[src/rtl/chunked_adder_pkg.sv]
// Shared types and elaboration helpers for the chunked serial adder.
package chunked_adder_pkg;

  typedef enum logic [1:0] {
    IDLE = 2'd0,
    RUN  = 2'd1,
    DONE = 2'd2
  } state_e;

  function automatic int num_chunks(input int n, input int w);
    return n / w;
  endfunction

  // A single-chunk configuration still needs a 1-bit index register.
  function automatic int idx_width(input int n, input int w);
    int c;
    c = n / w;
    return (c <= 1) ? 1 : $clog2(c);
  endfunction

endpackage

[src/rtl/chunked_serial_adder_slice.sv]
// Combinational N-bit adder with carry in/out, used as the per-chunk slice.
module chunked_serial_adder_slice #(
  parameter int N = 16
) (
  input  logic [N-1:0] i_a,
  input  logic [N-1:0] i_b,
  input  logic         i_carry_in,
  output logic [N-1:0] o_s,
  output logic         o_carry_out
);

  always_comb begin
    {o_carry_out, o_s} = {1'b0, i_a} + {1'b0, i_b} + {{N{1'b0}}, i_carry_in};
  end

endmodule

[src/rtl/chunked_serial_adder.sv]
// Multi-cycle N-bit adder/subtractor that processes W bits per clock.
module chunked_serial_adder
  import chunked_adder_pkg::*;
#(
  parameter int N = 64,
  parameter int W = 16
) (
  input  logic         i_clk,
  input  logic         i_reset,
  input  logic         i_start,
  input  logic [N-1:0] i_a,
  input  logic [N-1:0] i_b,
  input  logic         i_carry_in,
  input  logic         i_sub,
  output logic         o_busy,
  output logic         o_done,
  output logic [N-1:0] o_s,
  output logic         o_carry_out,
  output logic         o_overflow
);

  localparam int C  = num_chunks(N, W);
  localparam int IW = idx_width(N, W);
  localparam logic [IW-1:0] LAST = IW'(C - 1);

  if ((N % W) != 0) begin : g_bad_width
    $error("chunked_serial_adder: N must be a multiple of W");
  end

  state_e          state_q, state_d;
  logic [IW-1:0]   idx_q, idx_d;
  logic [N-1:0]    a_q, a_d;
  logic [N-1:0]    b_q, b_d;
  logic            carry_q, carry_d;
  logic [N-1:0]    s_q, s_d;
  logic            cout_q, cout_d;
  logic            ovf_q, ovf_d;

  logic [W-1:0]    a_chunk, b_chunk, sum_chunk;
  logic            carry_chunk;
  logic            accept;

  assign a_chunk = a_q[idx_q*W +: W];
  assign b_chunk = b_q[idx_q*W +: W];
  assign accept  = i_start && (state_q != RUN);

  chunked_serial_adder_slice #(.N(W)) u_slice (
    .i_a         (a_chunk),
    .i_b         (b_chunk),
    .i_carry_in  (carry_q),
    .o_s         (sum_chunk),
    .o_carry_out (carry_chunk)
  );

  always_ff @(posedge i_clk or posedge i_reset) begin
    if (i_reset) begin
      state_q <= IDLE;
    end else begin
      state_q <= state_d;
    end
  end

  always_comb begin
    state_d = state_q;
    case (state_q)
      IDLE:    if (i_start) state_d = RUN;
      RUN:     if (idx_q == LAST) state_d = DONE;
      DONE:    state_d = i_start ? RUN : IDLE;
      default: state_d = IDLE;
    endcase
  end

  // Subtraction is folded into the operands at capture: B is inverted and
  // the carry-in toggled, so RUN only ever adds.
  always_comb begin
    a_d     = a_q;
    b_d     = b_q;
    carry_d = carry_q;
    idx_d   = idx_q;
    s_d     = s_q;
    cout_d  = cout_q;
    ovf_d   = ovf_q;
    if (state_q == RUN) begin
      s_d[idx_q*W +: W] = sum_chunk;
      carry_d           = carry_chunk;
      if (idx_q == LAST) begin
        idx_d  = '0;
        cout_d = carry_chunk;
        ovf_d  = (a_q[N-1] == b_q[N-1]) && (sum_chunk[W-1] != a_q[N-1]);
      end else begin
        idx_d = idx_q + 1'b1;
      end
    end else if (accept) begin
      a_d     = i_a;
      b_d     = i_sub ? ~i_b : i_b;
      carry_d = i_carry_in ^ i_sub;
      idx_d   = '0;
    end
  end

  always_ff @(posedge i_clk or posedge i_reset) begin
    if (i_reset) begin
      idx_q   <= '0;
      a_q     <= '0;
      b_q     <= '0;
      carry_q <= 1'b0;
      s_q     <= '0;
      cout_q  <= 1'b0;
      ovf_q   <= 1'b0;
    end else begin
      idx_q   <= idx_d;
      a_q     <= a_d;
      b_q     <= b_d;
      carry_q <= carry_d;
      s_q     <= s_d;
      cout_q  <= cout_d;
      ovf_q   <= ovf_d;
    end
  end

  always_comb begin
    o_busy      = (state_q == RUN);
    o_done      = (state_q == DONE);
    o_s         = s_q;
    o_carry_out = cout_q;
    o_overflow  = ovf_q;
  end

endmodule

[config.mk]
export PLATFORM = sky130hd
export DESIGN_NAME = chunked_serial_adder
export DESIGN_NICKNAME = d
export VERILOG_FILES = /design/src/rtl/chunked_adder_pkg.sv /design/src/rtl/chunked_serial_adder_slice.sv /design/src/rtl/chunked_serial_adder.sv
export SDC_FILE = /design/constraint.sdc
export NUM_CORES = 1
export LEC_CHECK = 0
export CAP_MARGIN = 25
export CORE_ASPECT_RATIO = 0.7
export CORE_MARGIN = 2
export CORE_UTILIZATION = 40
export CTS_CLUSTER_DIAMETER = 100
export CTS_CLUSTER_SIZE = 8
export DETAILED_ROUTE_END_ITERATION = 8
export PLACE_DENSITY = 0.72
export SYNTH_ARGS = -nofsm -noshare
export SYNTH_HDL_FRONTEND = slang
export SYNTH_SLANG_ARGS = --single-unit
[constraint.sdc]
create_clock -name i_clk -period 7.66 [get_ports i_clk]
set_clock_uncertainty 0.05 [all_clocks]
set_input_delay 1.532 -clock i_clk [delete_from_list [all_inputs] [get_ports i_clk]]
set_output_delay 1.532 -clock i_clk [all_outputs]
set_load 0.05 [all_outputs]
# Word-level counts from Yosys, hierarchy flattened
# Cells that the tools add are included.
[totals]
reg_bits = 199
latchBits = 0
ramBits = 0
romBits = 0
out_inout_bits = 68
memories = 0
[classes]
addsub = 4
multipliers = 0
div = 0
n_lt_le_gt_ge = 0
eq_ne = 8
shifts = 4
muxes = 11
bitwise = 3
n_reduce_logical = 7
[op_table]
columns = ["operator", "count"]
rows = [
  ["64-bit by 7-bit variable part select with 16-bit output", 2],
  ["64-bit bitwise mux", 1],
  ["64-bit 2-to-1 mux", 1],
  ["64-bit inverter", 1],
  ["16-bit by 34-bit variable shift with 64-bit output, first input constant", 1],
  ["16-bit by 34-bit variable part select with 64-bit output", 1],
  ["6-bit negator with 34-bit output", 1],
  ["16-bit by 16-bit adder with 17-bit output", 1],
  ["17-bit by 1-bit adder with 17-bit output", 1],
  ["2-bit 2-to-1 mux", 5],
  ["2-bit case mux with 3 select lines", 1],
  ["2-bit AND reduction", 3],
  ["2-bit equality test, second input constant", 2],
  ["2-bit by 1-bit != test with 1-bit output, second input constant", 2],
  ["1-bit 2-to-1 mux", 3],
  ["2-bit by 1-bit adder with 2-bit output, second input constant", 1],
  ["2-bit by 1-bit equality test with 1-bit output, second input constant", 1],
  ["1-bit logical AND", 2],
  ["2-bit zero test", 1],
  ["2-bit != test, second input constant", 1],
  ["2-bit nonzero test", 1],
  ["1-bit equality test", 1],
  ["1-bit != test", 1],
  ["1-bit inverter", 1],
  ["1-bit XOR", 1],
]

# Depth between registers and ports, before layout
[logic_depth]
word_depth = 5
depth_mapped = 11
depth_no_buf = 9

# Cells and area by module
# A second synthesis with hierarchy kept.
[unflattened]
cells_unflattened = 798
hier_area_um2 = 9674.3
[by_module_without_submodules]
columns = ["mod", "instances", "cells_per_inst", "area_per_inst_um2", "seq_area_each_um2"]
rows = [
  ["chunked_serial_adder", 1, 709, 8941.1, 4979.8],
  ["chunked_serial_adder_slice", 1, 89, 733.2, 0.0],
]

# Worst setup path before layout
# Ideal clock, no wire load.
[synth_path]
path_kind = "register to register"
startpoint = "reg idx_q[0]"
endpoint = "reg cout_q (netlist: o_carry_out)"
setup_ns = 0.125
arrival_ns = 3.564
required_ns = 7.485
path_slack_ns = 3.921
path_stages_with_launch = 12
path_buffers = 2
cell_sequence = "dfrtp_1 buf_2 buf_2 mux4_2 fa_1 fa_1 a21o_1 a31o_2 a221oi_2 a21bo_2 o21ai_0 mux2_2"
[synth_between]
elab_chain_cells = 3
[synth_rtl]
columns = ["item", "line", "text"]
rows = [
  ["start, declared", "chunked_serial_adder.sv:31", "logic [IW-1:0] idx_q, idx_d;"],
  ["start signal, assigned", "chunked_serial_adder.sv:111", "idx_q <= idx_d;"],
  ["64-bit by 7-bit variable part select with 16-bit output, on equally long branches", "chunked_serial_adder.sv:43, chunked_serial_adder.sv:44", ""],
  ["16-bit by 16-bit adder with 17-bit output", "chunked_serial_adder_slice.sv:13", "{o_carry_out, o_s} = {1'b0, i_a} + {1'b0, i_b} + {{N{1'b0}}, i_carry_in};"],
  ["17-bit by 1-bit adder with 17-bit output", "chunked_serial_adder_slice.sv:13", ""],
  ["end signal, assigned", "chunked_serial_adder.sv:116", "cout_q <= cout_d;"],
  ["end, declared", "chunked_serial_adder.sv:36", "logic cout_q, cout_d;"],
]
# Parallel ways exist; a longest one is shown, timed or not.
# A chain may end at the register's enable or synchronous reset.

# Final worst setup path
[layout_path]
startpoint = "reg idx_q[0]"
endpoint = "reg s_q[12] (netlist: o_s[12])"
[layout_between]
elab_chain_cells = 5
[layout_rtl]
columns = ["item", "line", "text"]
rows = [
  ["64-bit by 7-bit variable part select with 16-bit output, on equally long branches", "chunked_serial_adder.sv:43, chunked_serial_adder.sv:44", ""],
  ["16-bit by 16-bit adder with 17-bit output", "chunked_serial_adder_slice.sv:13", ""],
  ["17-bit by 1-bit adder with 17-bit output", "chunked_serial_adder_slice.sv:13", ""],
  ["16-bit by 34-bit variable part select with 64-bit output", "chunked_serial_adder.sv:84", "s_d[idx_q*W +: W] = sum_chunk;"],
  ["64-bit bitwise mux *", "chunked_serial_adder.sv:84", ""],
  ["end signal, assigned", "chunked_serial_adder.sv:107", "s_q <= '0;"],
  ["end signal, assigned", "chunked_serial_adder.sv:115", "s_q <= s_d;"],
  ["end, declared", "chunked_serial_adder.sv:35", "logic [N-1:0] s_q, s_d;"],
]
# Mark *: on every way between the ends. The rest lies on a longest branch, timed or not.

==> results.py <==
metrics = {
    "synthesis": {
        "synthAdderAreaFrac_pct": 3.21,
        "synth_edf_count": 0,
        "synth-seq-cells": 199,
        "synth_compound_area_share_pct": 12.8,
        "synthesis.nets": 913,
        "synthSimpleGateAreaFrac_pct": 6.03,
        "ys.flop_type": "dfrtp_1",
        "synth-seq-area-share_pct": 52.8,
        "synth_xor_area_share_pct": 7.24,
        "netlist_instances": 757,
        "synth_mux_area_share_pct": 15.4,
        "synth_top_family_by_area": "multiplexers",
        "synth_area_per_cell_sq_um": 12.5,
        "ys_warn_count": 0,
        "synth.cell_area_sq_um": 9440,
        "synthArstFlopShare_pct": 100,
        "ys_types": 49,
    },
    "finish": {
        "fin_nets": 1091,
        "drive_gt1_share_pct": 16.7,
        "areaGrowthSynthToFinish_pct": 30.5,
        "n_antenna_cell": 0,
    },
    "clock_network": {
        "clk_latency_ns": 0.44,
        "cts.sinks": 199,
        "cts_buffers": 17,
        "cts_resized": 0,
        "cts_buffer_depth": 2,
        "path_clk_slew_ns": 0.08,
        "root_buffer": "clkbuf_16",
        "cts_tree": "done",
        "cts_max_level": 4,
        "holdBufCountCts": 0,
        "postCtsSetupRepairBufs": 0,
    },
    "floorplan": {
        "num_rows": 46,
        "die_x_um": 188,
        "ios": 201,
        "dieArea_sq_um": 24900,
        "coreArea_sq_um": 22900,
        "start_util_pct": 41.2,
        "die_h_um": 133,
    },
    "pwr": {
        "p_leak_nw": 5.18,
        "seqPwrFrac_pct": 28.2,
        "netSwitchingFraction_pct": 46.5,
        "ir_drop_mv": 0.331,
        "clkPwrFrac_pct": 14.0,
        "power_switching_mw": 3.04,
        "power_density_nw_per_um2": 530,
        "p_int_mw": 3.50,
        "pwr-share-comb_pct": 57.8,
    },
    "min_path": {
        "hp-class": "reg -> reg",
    },
    "setup_path": {
        "cp_max_fo": 23,
        "crit_path_end_kind": "register",
        "critPathKind": "reg -> reg",
        "crit_arrival_ns": 4.42,
        "startpoint_type": "register",
        "worstPathRequired_ns": 7.91,
    },
    "global_route": {
        "grt_max_degree": 135,
        "grt_pass1_vias": 6467,
        "gr-total-overflow": 0,
        "grt_use_total_pct": 20.0,
        "antenna_found_initial": 0,
        "grt_pass1_wl_um": 38200,
    },
    "timing": {
        "finalCriticalPeriod_ns": 4.17,
        "slew_headroom_pct": 29.8,
        "finalSetupTns_ns": 0,
        "whs_ns": 0.428,
        "rsz0062_at_grt": "no",
        "post-route-period-util_pct": 54.5,
        "tightest_slew_ns": 1.04,
        "fmax_ghz": 0.240,
        "hold_violations": 0,
        "setup_viol": 0,
        "slew_viol_final": 0,
    },
    "place": {
        "gp_congestion": 0.829,
        "port-buffer-count": 200,
        "dp_hpwl_um": 17300,
    },
    "route": {
        "drc_errors": 0,
        "vias": 6555,
        "wire_per_inst_um": 19.2,
        "drt-initial-drc-count": 443,
        "vias_per_cell": 5.20,
        "first_pass_iters": 5,
        "totalWireLength_um": 24200,
        "ant_nets": 0,
    },
    "status": {
        "status": "completed",
    },
    "flow_run": {
        "cap_violations": 0,
    },
}
[synthesized netlist by cell type (10+ instances only)]
library cell	n	area share, %
clkbuf_1	25	0.99
nor2_1	10	0.40
dfrtp_1	199	53
mux2_2	65	7.8
o21ai_0	80	4.2
buf_2	14	0.74
a21oi_1	16	0.85
mux4_2	32	7.6
a22o_1	48	4.5
nand2_1	91	3.6
xnor2_1	75	7.0
ha_1	21	2.8
[power by group through the flow]
stage               Sequential (mW)  Clock, mW  Combinational [mW]
floorplan                      2.14          0                2.34
global placement               1.85          0                3.70
detailed placement             1.87          0                3.76
CTS                            1.85      0.935                3.79
global route                   1.91      0.983                4.08
finish                         1.84      0.914                3.78
[registers in the layout, indices dropped and copies added, names as in the netlist]
signal and flops:
idx_q 2, a_q 64, carry_q 1, o_carry_out 1, b_q 64, o_overflow 1, o_s 64, state_q 2
[cells in the final DEF, fill, tap and decap left out, drive strengths merged, types with 2 or more instances in the layout]
cell type / synthesis / layout
clkdlybuf4s50: 0 / 199
dfrtp: 199 / 199
nand2: 91 / 91
o21ai: 81 / 81
xnor2: 75 / 75
mux2: 65 / 65
a22o: 52 / 52
mux4: 32 / 32
ha: 21 / 21
clkbuf: 25 / 17
a21oi: 16 / 16
inv: 7 / 16
nor2: 10 / 10
buf: 23 / 8
a21o: 6 / 6
clkinv: 0 / 6
nor3: 5 / 5
nand4: 5 / 5
a211o: 5 / 5
nand3: 5 / 5
a211oi: 4 / 4
xor2: 3 / 3
nand2b: 2 / 2
a31o: 2 / 2
o211ai: 2 / 2
o21a: 2 / 2
o31ai: 2 / 2
fa: 2 / 2
and2b: 2 / 2
[per-layer routing]
| layer | global-route usage [%] | routed length (um) | share of wire [%] |
|---|---|---|---|
| met3 | 4.72 | 1880 | 7.8 |
| met5 | 0 | 0 | 0 |
| met1 | 31.1 | 11600 | 48 |
| met4 | 4.20 | 208 | 0.86 |
| met2 | 28.3 | 10500 | 43 |
[cell families after synthesis]
| family | after synthesis |
|---|---|
| flops | 199 |
| compound gates | 178 |
| simple gates | 127 |
| mux | 97 |
| xor+xnor | 78 |
| buf+inv | 55 |
| fa+ha+maj | 23 |
[stage by stage]
step	worst slack (ns)	util, %	power, mW	cells	cell area, sq um
floorplan	0.652	-	4.48	757	9440
global placement	3.36	50.9	5.54	1225	11700
detailed placement	3.31	50.9	5.63	1225	11700
CTS	3.37	53.6	6.57	1257	12300
global route	3.13	53.8	6.97	1260	12300
finish	3.49	53.8	6.53	1260	12300
[final timing paths]
check / start / to / slack [ns] / cells past startpoint
min in group asynchronous: i_reset / o_s[49]$_DFFE_PP0P_ / 1.61 / 2
max reg2reg: idx_q[0]$_DFFE_PP0P_ / o_s[12]$_DFFE_PP0P_ / 3.49 / 9
min reg2reg: b_q[30]$_DFFE_PP0P_ / b_q[30]$_DFFE_PP0P_ / 0.43 / 2
max in group asynchronous: i_reset / a_q[36]$_DFFE_PP0P_ / 4.46 / 3
min: b_q[30]$_DFFE_PP0P_ / b_q[30]$_DFFE_PP0P_ / 0.43 / 2
max: idx_q[0]$_DFFE_PP0P_ / o_s[12]$_DFFE_PP0P_ / 3.49 / 9
[cell type report]
cell class	count	area, sq um
tap	312	390
timing repair buffer	207	2070
clock buffer	17	425
sequential	199	4980
clock inverter	15	191
multi-input combinational	503	4220
inverter	7	33.8
fill	1974	10600
[critical path, stage by stage (launching register included)]
cell and delay (ns):
dfrtp_2 0.84, buf_4 0.48, mux4_2 0.64, fa_1 0.46
a21o_1 0.21, a31o_2 0.26, a221oi_2 0.29, a21bo_2 0.21
xor2_1 0.38, o21ai_0 0.18
(Power assumes the default switching activity.)
